--- config.mk ---
export PLATFORM = sky130hd
export DESIGN_NAME = progmem_arbiter
export DESIGN_NICKNAME = d
export VERILOG_FILES = /design/src/rtl/progmem_arbiter.sv
export SDC_FILE = /design/constraint.sdc
export NUM_CORES = 1
export LEC_CHECK = 0
export CAP_MARGIN = 20
export CORE_MARGIN = 2
export CORE_UTILIZATION = 22
export CTS_CLUSTER_SIZE = 8
export DETAILED_ROUTE_END_ITERATION = 10
export GPL_ROUTABILITY_DRIVEN = 0
export GPL_TIMING_DRIVEN = 0
export PLACE_DENSITY = 0.85
export SLEW_MARGIN = 20
export SYNTH_ARGS = -nofsm -noshare
export SYNTH_HDL_FRONTEND = slang
export SYNTH_SLANG_ARGS = --single-unit
--- constraint.sdc ---
create_clock -name clk_i -period 1.9 [get_ports clk_i]
set_input_delay 0.57 -clock clk_i [delete_from_list [all_inputs] [get_ports clk_i]]
set_output_delay 0.57 -clock clk_i [all_outputs]
set_load 0.02 [all_outputs]
--- src/rtl/progmem_arbiter.sv ---
// rtl/progmem_arbiter.sv - program memory arbiter between CPU fetch and program loader
//
// Purpose: shares the single-port, synchronous-read progmem between the CPU
// instruction-fetch port and the program loader. After reset the block is in
// BOOT: only the loader is served and the CPU is held stopped. A loader l_done
// pulse moves it to RUN, where fetch and loader are arbitrated round-robin,
// one memory access per cycle.
//
// Ports:
//   clk_i, resetn_i          clock, asynchronous active-low reset
//   f_req_i/f_addr_i         fetch read request and word address
//   f_gnt_o                  fetch accepted this cycle
//   f_rvalid_o/f_rdata_o     fetch read response, one cycle after f_gnt_o
//   l_req_i/l_we_i/l_addr_i/l_din_i  loader request (read or write)
//   l_done_i                 loader completion pulse (BOOT -> RUN)
//   l_gnt_o                  loader accepted; writes commit on this edge
//   l_rvalid_o/l_rdata_o     loader read response, one cycle after a read grant
//   mem_addr_o/mem_din_o/mem_we_o/mem_dout_i  progmem port
//   cpu_run_o                CPU enable, high in RUN
//   wr_count_o               committed loader writes, saturating at 2^AW
module progmem_arbiter #(
  parameter int AW = 4,
  parameter int DW = 16
) (
  input  logic          clk_i,
  input  logic          resetn_i,
  input  logic          f_req_i,
  input  logic [AW-1:0] f_addr_i,
  output logic          f_gnt_o,
  output logic          f_rvalid_o,
  output logic [DW-1:0] f_rdata_o,
  input  logic          l_req_i,
  input  logic          l_we_i,
  input  logic [AW-1:0] l_addr_i,
  input  logic [DW-1:0] l_din_i,
  input  logic          l_done_i,
  output logic          l_gnt_o,
  output logic          l_rvalid_o,
  output logic [DW-1:0] l_rdata_o,
  output logic [AW-1:0] mem_addr_o,
  output logic [DW-1:0] mem_din_o,
  output logic          mem_we_o,
  input  logic [DW-1:0] mem_dout_i,
  output logic          cpu_run_o,
  output logic [AW:0]   wr_count_o
);

  typedef enum logic {BOOT = 1'b0, RUN = 1'b1} state_e;

  // Winner of the last contended cycle.
  localparam logic LAST_FETCH  = 1'b0;
  localparam logic LAST_LOADER = 1'b1;

  localparam logic [AW:0] WR_MAX = {1'b1, {AW{1'b0}}};

  state_e        state_q, state_d;
  logic          last_q, last_d;
  logic          f_rvalid_q, f_rvalid_d;
  logic          l_rvalid_q, l_rvalid_d;
  logic [AW:0]   wr_count_q, wr_count_d;
  logic          f_gnt, l_gnt;

  // Grants are combinational from requests and registered state. They are
  // gated by resetn_i so nothing is accepted while reset is held.
  always_comb begin
    f_gnt = 1'b0;
    l_gnt = 1'b0;
    if (resetn_i) begin
      if (state_q == BOOT) begin
        l_gnt = l_req_i;
      end else if (f_req_i && l_req_i) begin
        // Contended: the side that lost last time wins now.
        if (last_q == LAST_LOADER) f_gnt = 1'b1;
        else                       l_gnt = 1'b1;
      end else begin
        f_gnt = f_req_i;
        l_gnt = l_req_i;
      end
    end
  end

  always_comb begin
    state_d    = state_q;
    last_d     = last_q;
    f_rvalid_d = f_gnt;
    l_rvalid_d = l_gnt & ~l_we_i;
    wr_count_d = wr_count_q;

    if (state_q == BOOT && l_done_i) state_d = RUN;

    // Pointer only moves when both sides actually competed.
    if (state_q == RUN && f_req_i && l_req_i && resetn_i)
      last_d = f_gnt ? LAST_FETCH : LAST_LOADER;

    if (l_gnt && l_we_i && wr_count_q != WR_MAX)
      wr_count_d = wr_count_q + (AW+1)'(1);
  end

  always_ff @(posedge clk_i or negedge resetn_i) begin
    if (!resetn_i) begin
      state_q    <= BOOT;
      last_q     <= LAST_LOADER;
      f_rvalid_q <= 1'b0;
      l_rvalid_q <= 1'b0;
      wr_count_q <= '0;
    end else begin
      state_q    <= state_d;
      last_q     <= last_d;
      f_rvalid_q <= f_rvalid_d;
      l_rvalid_q <= l_rvalid_d;
      wr_count_q <= wr_count_d;
    end
  end

  // Memory port mux; an idle port drives zeros.
  always_comb begin
    mem_addr_o = '0;
    mem_din_o  = '0;
    mem_we_o   = 1'b0;
    if (l_gnt) begin
      mem_addr_o = l_addr_i;
      mem_din_o  = l_din_i;
      mem_we_o   = l_we_i;
    end else if (f_gnt) begin
      mem_addr_o = f_addr_i;
    end
  end

  assign f_gnt_o    = f_gnt;
  assign l_gnt_o    = l_gnt;
  assign f_rvalid_o = f_rvalid_q;
  assign l_rvalid_o = l_rvalid_q;
  assign f_rdata_o  = f_rvalid_q ? mem_dout_i : '0;
  assign l_rdata_o  = l_rvalid_q ? mem_dout_i : '0;
  assign cpu_run_o  = (state_q == RUN);
  assign wr_count_o = wr_count_q;

endmodule

**Word-level counts from Yosys, hierarchy flattened**

Index checks and enable logic that the tools add are counted.

- Output and inout bits: 63
- Register bits: 9
- Word-level logic and storage cells: 32

- Add/subtract/negate cells: 1
- Equality and inequality tests: 1
- Bitwise gates (word level): 3
- Multiplexer cells: 15
- Reduce and logical (&&, ||, !) cells: 7

Operators by type and width:

| cell | number |
|---|---|
| 16-bit two-way mux | 3 |
| 1-bit two-way mux | 10 |
| 4-bit two-way mux | 2 |
| 1-bit logical AND | 7 |
| 5-bit by 1-bit adder with 5-bit output (second input constant) | 1 |
| 5-bit != test (second input constant) | 1 |
| 1-bit NOT | 2 |
| 1-bit bitwise AND | 1 |

**Longest topological paths before layout**

- Word-level depth: 6
- Depth in mapped cells: 5

**Worst setup path before layout**

No wires, ideal clock.

- Path kind: input -> output
- Start: in f_req_i
- End: out mem_din_o[10]
- Cell stages on the path: 5
- Arrival time: 1641 ps
- Data required time: 1330 ps
- Path slack: -311 ps
- Buffers on the path: 2
- Cells stage by stage: and3_1 buf_6 nor2_1 clkbuf_1 and2_1

- Longest elaborated chain between the ends: 5

RTL lines:

| item | RTL line | source |
|---|---|---|
| start, declared | 27 | `input logic f_req_i,` |
| 1-bit logical AND | 71 | `end else if (f_req_i && l_req_i) begin` |
| 1-bit two-way mux | 71 |  |
| 1-bit two-way mux | 69 | `if (state_q == BOOT) begin` |
| 1-bit two-way mux | 68 | `if (resetn_i) begin` |
| net l_gnt_o | 37 | `output logic l_gnt_o,` |
| 16-bit two-way mux | 120 | `if (l_gnt) begin` |
| end, declared | 41 | `output logic [DW-1:0] mem_din_o,` |

The timed path passes the listed nets, and every way through them passes these cells.

**Worst setup path in the final report**

- Start: reg last_q
- End: out mem_addr_o[0]

- Longest elaborated chain between the ends: 6
- Elaborated cells between the ends (all ways): 10

RTL lines:

| item | RTL line | source |
|---|---|---|
| start, declared | 57 | `logic last_q, last_d;` |
| start signal, assigned | 108 | `last_q <= last_d;` |
| 1-bit two-way mux | 73 | `if (last_q == LAST_LOADER) f_gnt = 1'b1;` |
| 1-bit two-way mux | 71 |  |
| 1-bit two-way mux | 69 |  |
| 1-bit two-way mux | 68 |  |
| 4-bit two-way mux | 124 | `end else if (f_gnt) begin` |
| 4-bit two-way mux (*) | 120 |  |
| end, declared | 40 | `output logic [AW-1:0] mem_addr_o,` |

Every way passes the cells marked *; elsewhere a longest branch is shown, timed or not.

==> results.txt <==
No sink is reached through more buffers than the 2 on the longest clock path. The worst-case vdd ir drop is 517.3 µV. The critical register-to-register path endpoint is wr_count_o[1]$_DFFE_PN0P_.

The total iterations of the first detailed-routing run is 4. After the first detailed-routing iteration, the DRC count stood at 29. The number of global-route vias before repair is 1166. The count of distinct cell types in the synthesized netlist came out at 23. Setup repair after global routing could not meet its margin everywhere. After technology mapping, the gate count stands at 95. The area taken by flip-flops and latches came out at 229.0 µm².

In this run the critical register-to-register path is launched from cpu_run_o$_DFFE_PN0P_. The multi-input combinational cells in the finished layout cover a total of 643.1 µm². The netlist area before placement came out at 785.8 µm². The layout cell share with drive strength beyond 1 is 54.30%. The checks that failed: setup timing. The smallest clock period supported by the final layout is computed as 2147 ps.

The post-route DRC violation count came out at 0. TritonCTS built the clock tree. The tool flagged a number of max-cap violations equal to 0.

The die is 63.76 µm wide. In this run the mean area of a mapped cell was 8.271 µm². The met2 demand-to-capacity share in global routing came out at 30.53%. The initial antenna violation count came out at 0. The core region is 3390 µm². Data arrives at the worst endpoint at 1580 ps. The y dimension of the die came out at 63.76 µm. The total I/O pin count came out at 109. The startpoint kind of the worst setup timing path is a flop. Summed over all layers, the global routing overflow is 0. The maximum level of the CTS H-tree is 1. Global routing used 16.59% of the available tracks. At the end of the flow, the number of nets in the layout was 270. The part of the Yosys area used for sequential elements came out at 28.82%. The number of clock sinks seen by CTS came out at 9. The first global-routing pass estimated 5437 µm of wire.

In the post-route analysis, the smallest setup slack over all paths is -246.5 ps. The hold violation total from the final report came out at 0. The layer flagged by global routing as most heavily used is met2. The stage delay of the slowest cell on the critical path came out at 550 ps. Summed over all instances, the cell type with the most area after synthesis is and2_1. The source-to-sink clock delay at the later pin of the worst-skew pair came out at 270 ps. The core utilization of the finished layout is 65.52%.

Setup violations remaining at the end of the flow were counted as 24. The detail-routed net length per standard cell is 13.11 µm. The worst setup skew after layout came out at 6.533 ps. The clock buffer count from CTS is 3. The leakage power is 1.135 nW. The proportion of netlist area held by the largest area contributor is 38.22%.

CTS placed an instance of clkbuf_4 at the clock tree root. For this run, global-route usage on met3 was measured as 4.049%. The number of diodes added for antenna fixing is 0. The total length of routed wires came out at 3501 µm. The initial cell density of the core came out at 23.18%. The layout overhead on the synthesized area is 182.6%. The required time of the critical path came out at 1330 ps. The final number of max-transition violations is 0. The count of fill cells added during filler insertion is 275. The worst hold path belongs to the class primary input to async pin. On the final layout, the worst hold slack is 101.5 ps. Entering global routing, the biggest net connects 14 pins. The design draws 0.001384 W. The synthesis-stage register bit count came out at 9.

During placement, the flow inserted port buffers numbering 108. The total nets after synthesis came out at 143. The slack of the worst reg-to-reg path came out at 10 ps. The post-detailed-placement half-perimeter wirelength came out at 2471 µm. The signal on the critical path passes through and3_4 > nor2_4 > buf_8 > a22o_4 > buf_6. The run finished, with violations left. The total power divided by cell area came out at 623.2 nW/µm². The via count is 1183. For this run, the number of Yosys warnings is 0. The worst relative slew slack is 74.59%. The number of buffers added to fix hold violations after cts came out at 0.

Dividing the final minimum period by the clock period gives 113.0%. Yosys attributes the largest share of cell area to and2_1 (38%), dfrtp_1 (25%), a22o_1 (4.5%). The register clock-pin slew on the reported worst setup and hold paths is 70 ps. The setup path with the least slack is of type flop to output port. For the final routed database, the setup TNS stands at -3933 ps.

The peak fanout along the critical path came out at 5. The transition at the pin with the smallest max-transition slack came out at 376.0 ps. The per-cell via count in the routed design is 4.431. The critical-path cell with the highest stage delay is dfstp_2.

The worst reg-to-reg path cell count came out at 6. The maximum frequency from static timing analysis came out at 0.4659 GHz. The worst setup path is captured at an output port. The total number of placement rows came out at 21. The global-route met1 utilization came out at 18.80%.

The remaining antenna violation count after routing came out at 0. The floorplan step defined a die boundary enclosing 4065 µm².
## worst max-delay path, delay by kind of cell, from the launching register on
kind | cells | cell delay, ps
buffers and inverters | 2 | 260
AND/OR/NAND/NOR | 2 | 270
AO/OA/AOI/OAI | 1 | 230
flip-flops | 1 | 550
## cells by family (layout without fill, tap and decap cells)
group	Yosys count	after routing	share of synthesized area, %
fa+ha+maj	2	2	3.184
buf+inv	9	135	5.254
flops	9	9	28.82
mux	1	1	1.910
xor+xnor	4	4	4.459
simple gates	63	63	49.52
compound gates	7	7	6.846
## worst max-delay path by stage
stage,cells after the start,startpoint,end,slack (ps)
after floorplan,3,f_req_i,mem_we_o,2
after detailed placement,6,resetn_i,mem_din_o[11],-1490
after global placement,6,resetn_i,mem_din_o[7],-1450
after global routing,5,last_q$_DFFE_PN1P_,mem_addr_o[1],-280
final,5,last_q$_DFFE_PN1P_,mem_addr_o[0],-250
after CTS,6,last_q$_DFFE_PN1P_,mem_addr_o[0],-320
## metrics by stage
| step | instances | cell area [µm²] | setup WS, ps |
|---|---|---|---|
| after global placement | 249 | 2022 | -1446 |
| final | 267 | 2221 | -246.5 |
| after floorplan | 95 | 883.3 | 1.810 |
| after global routing | 267 | 2221 | -284.2 |
| after CTS | 266 | 2041 | -319.4 |
| after detailed placement | 249 | 2022 | -1495 |
## cells in the mapped netlist
library cell	number
o21ai_0	1
or4_4	1
nor2_1	1
o41ai_1	1
xor2_1	2
nand2_1	2
and3_1	1
a22o_1	4
nand3_1	1
mux2_4	1
buf_6	1
nand4_1	3
ha_1	2
or2_2	1
nor3_1	4
a21oi_1	1
xnor2_1	2
nor4bb_1	1
inv_1	4
dfstp_2	1
clkbuf_1	4
dfrtp_1	8
and2_1	48
## per-layer routing
metal / wire length (µm) / vias up
met3: 306 / 6
met5: 0 / -
met4: 32 / 0
li1: - / 565
met1: 1257 / 548
met2: 1905 / 64
## placed cells by master, fill, tap and decap left out, types with 2 or more instances in the layout
| master | netlist | routed |
|---|---|---|
| and2_1 | 48 | 23 |
| buf_2 | 0 | 10 |
| xnor2_1 | 2 | 2 |
| dlygate4sd2_1 | 0 | 6 |
| dlymetal6s2s_1 | 0 | 5 |
| buf_4 | 0 | 19 |
| clkbuf_4 | 0 | 3 |
| buf_8 | 0 | 4 |
| dfrtp_2 | 0 | 2 |
| and2_4 | 0 | 25 |
| nor3_1 | 4 | 4 |
| xor2_1 | 2 | 2 |
| buf_6 | 1 | 43 |
| clkdlybuf4s50_1 | 0 | 39 |
| a22o_4 | 0 | 3 |
| ha_1 | 2 | 2 |
| nand4_1 | 3 | 3 |
| inv_1 | 4 | 3 |
| dfrtp_1 | 8 | 6 |
## final cells by class
type | count | area share [%]
timing repair buffer | 123 | 54.37
multi-input combinational | 77 | 28.96
sequential | 9 | 10.31
tap | 46 | 2.592
buffer | 4 | 1.803
clock buffer | 4 | 1.183
inverter | 4 | 0.7887
## sequential cells by signal (all words and copies together), names as in the netlist
| register | count |
|---|---|
| cpu_run_o | 1 |
| l_rvalid_o | 1 |
| f_rvalid_o | 1 |
| wr_count_o | 5 |
| last_q | 1 |
## power by group
part / internal, W / switching [W]
Combinational: 0.000506 / 0.000385
Clock: 0.0000812 / 0.0000741
Sequential: 0.000259 / 0.0000782
Total: 0.000846 / 0.000538
## what timing repair did
action,in CTS,in global routing
gates resized for setup,302,68
setup buffers,11,3
setup endpoints to repair,62,54
pin swaps,21,4
hold endpoints to repair,0,0
cloned,2,0
No activity file was read; power rests on OpenSTA's default activity.
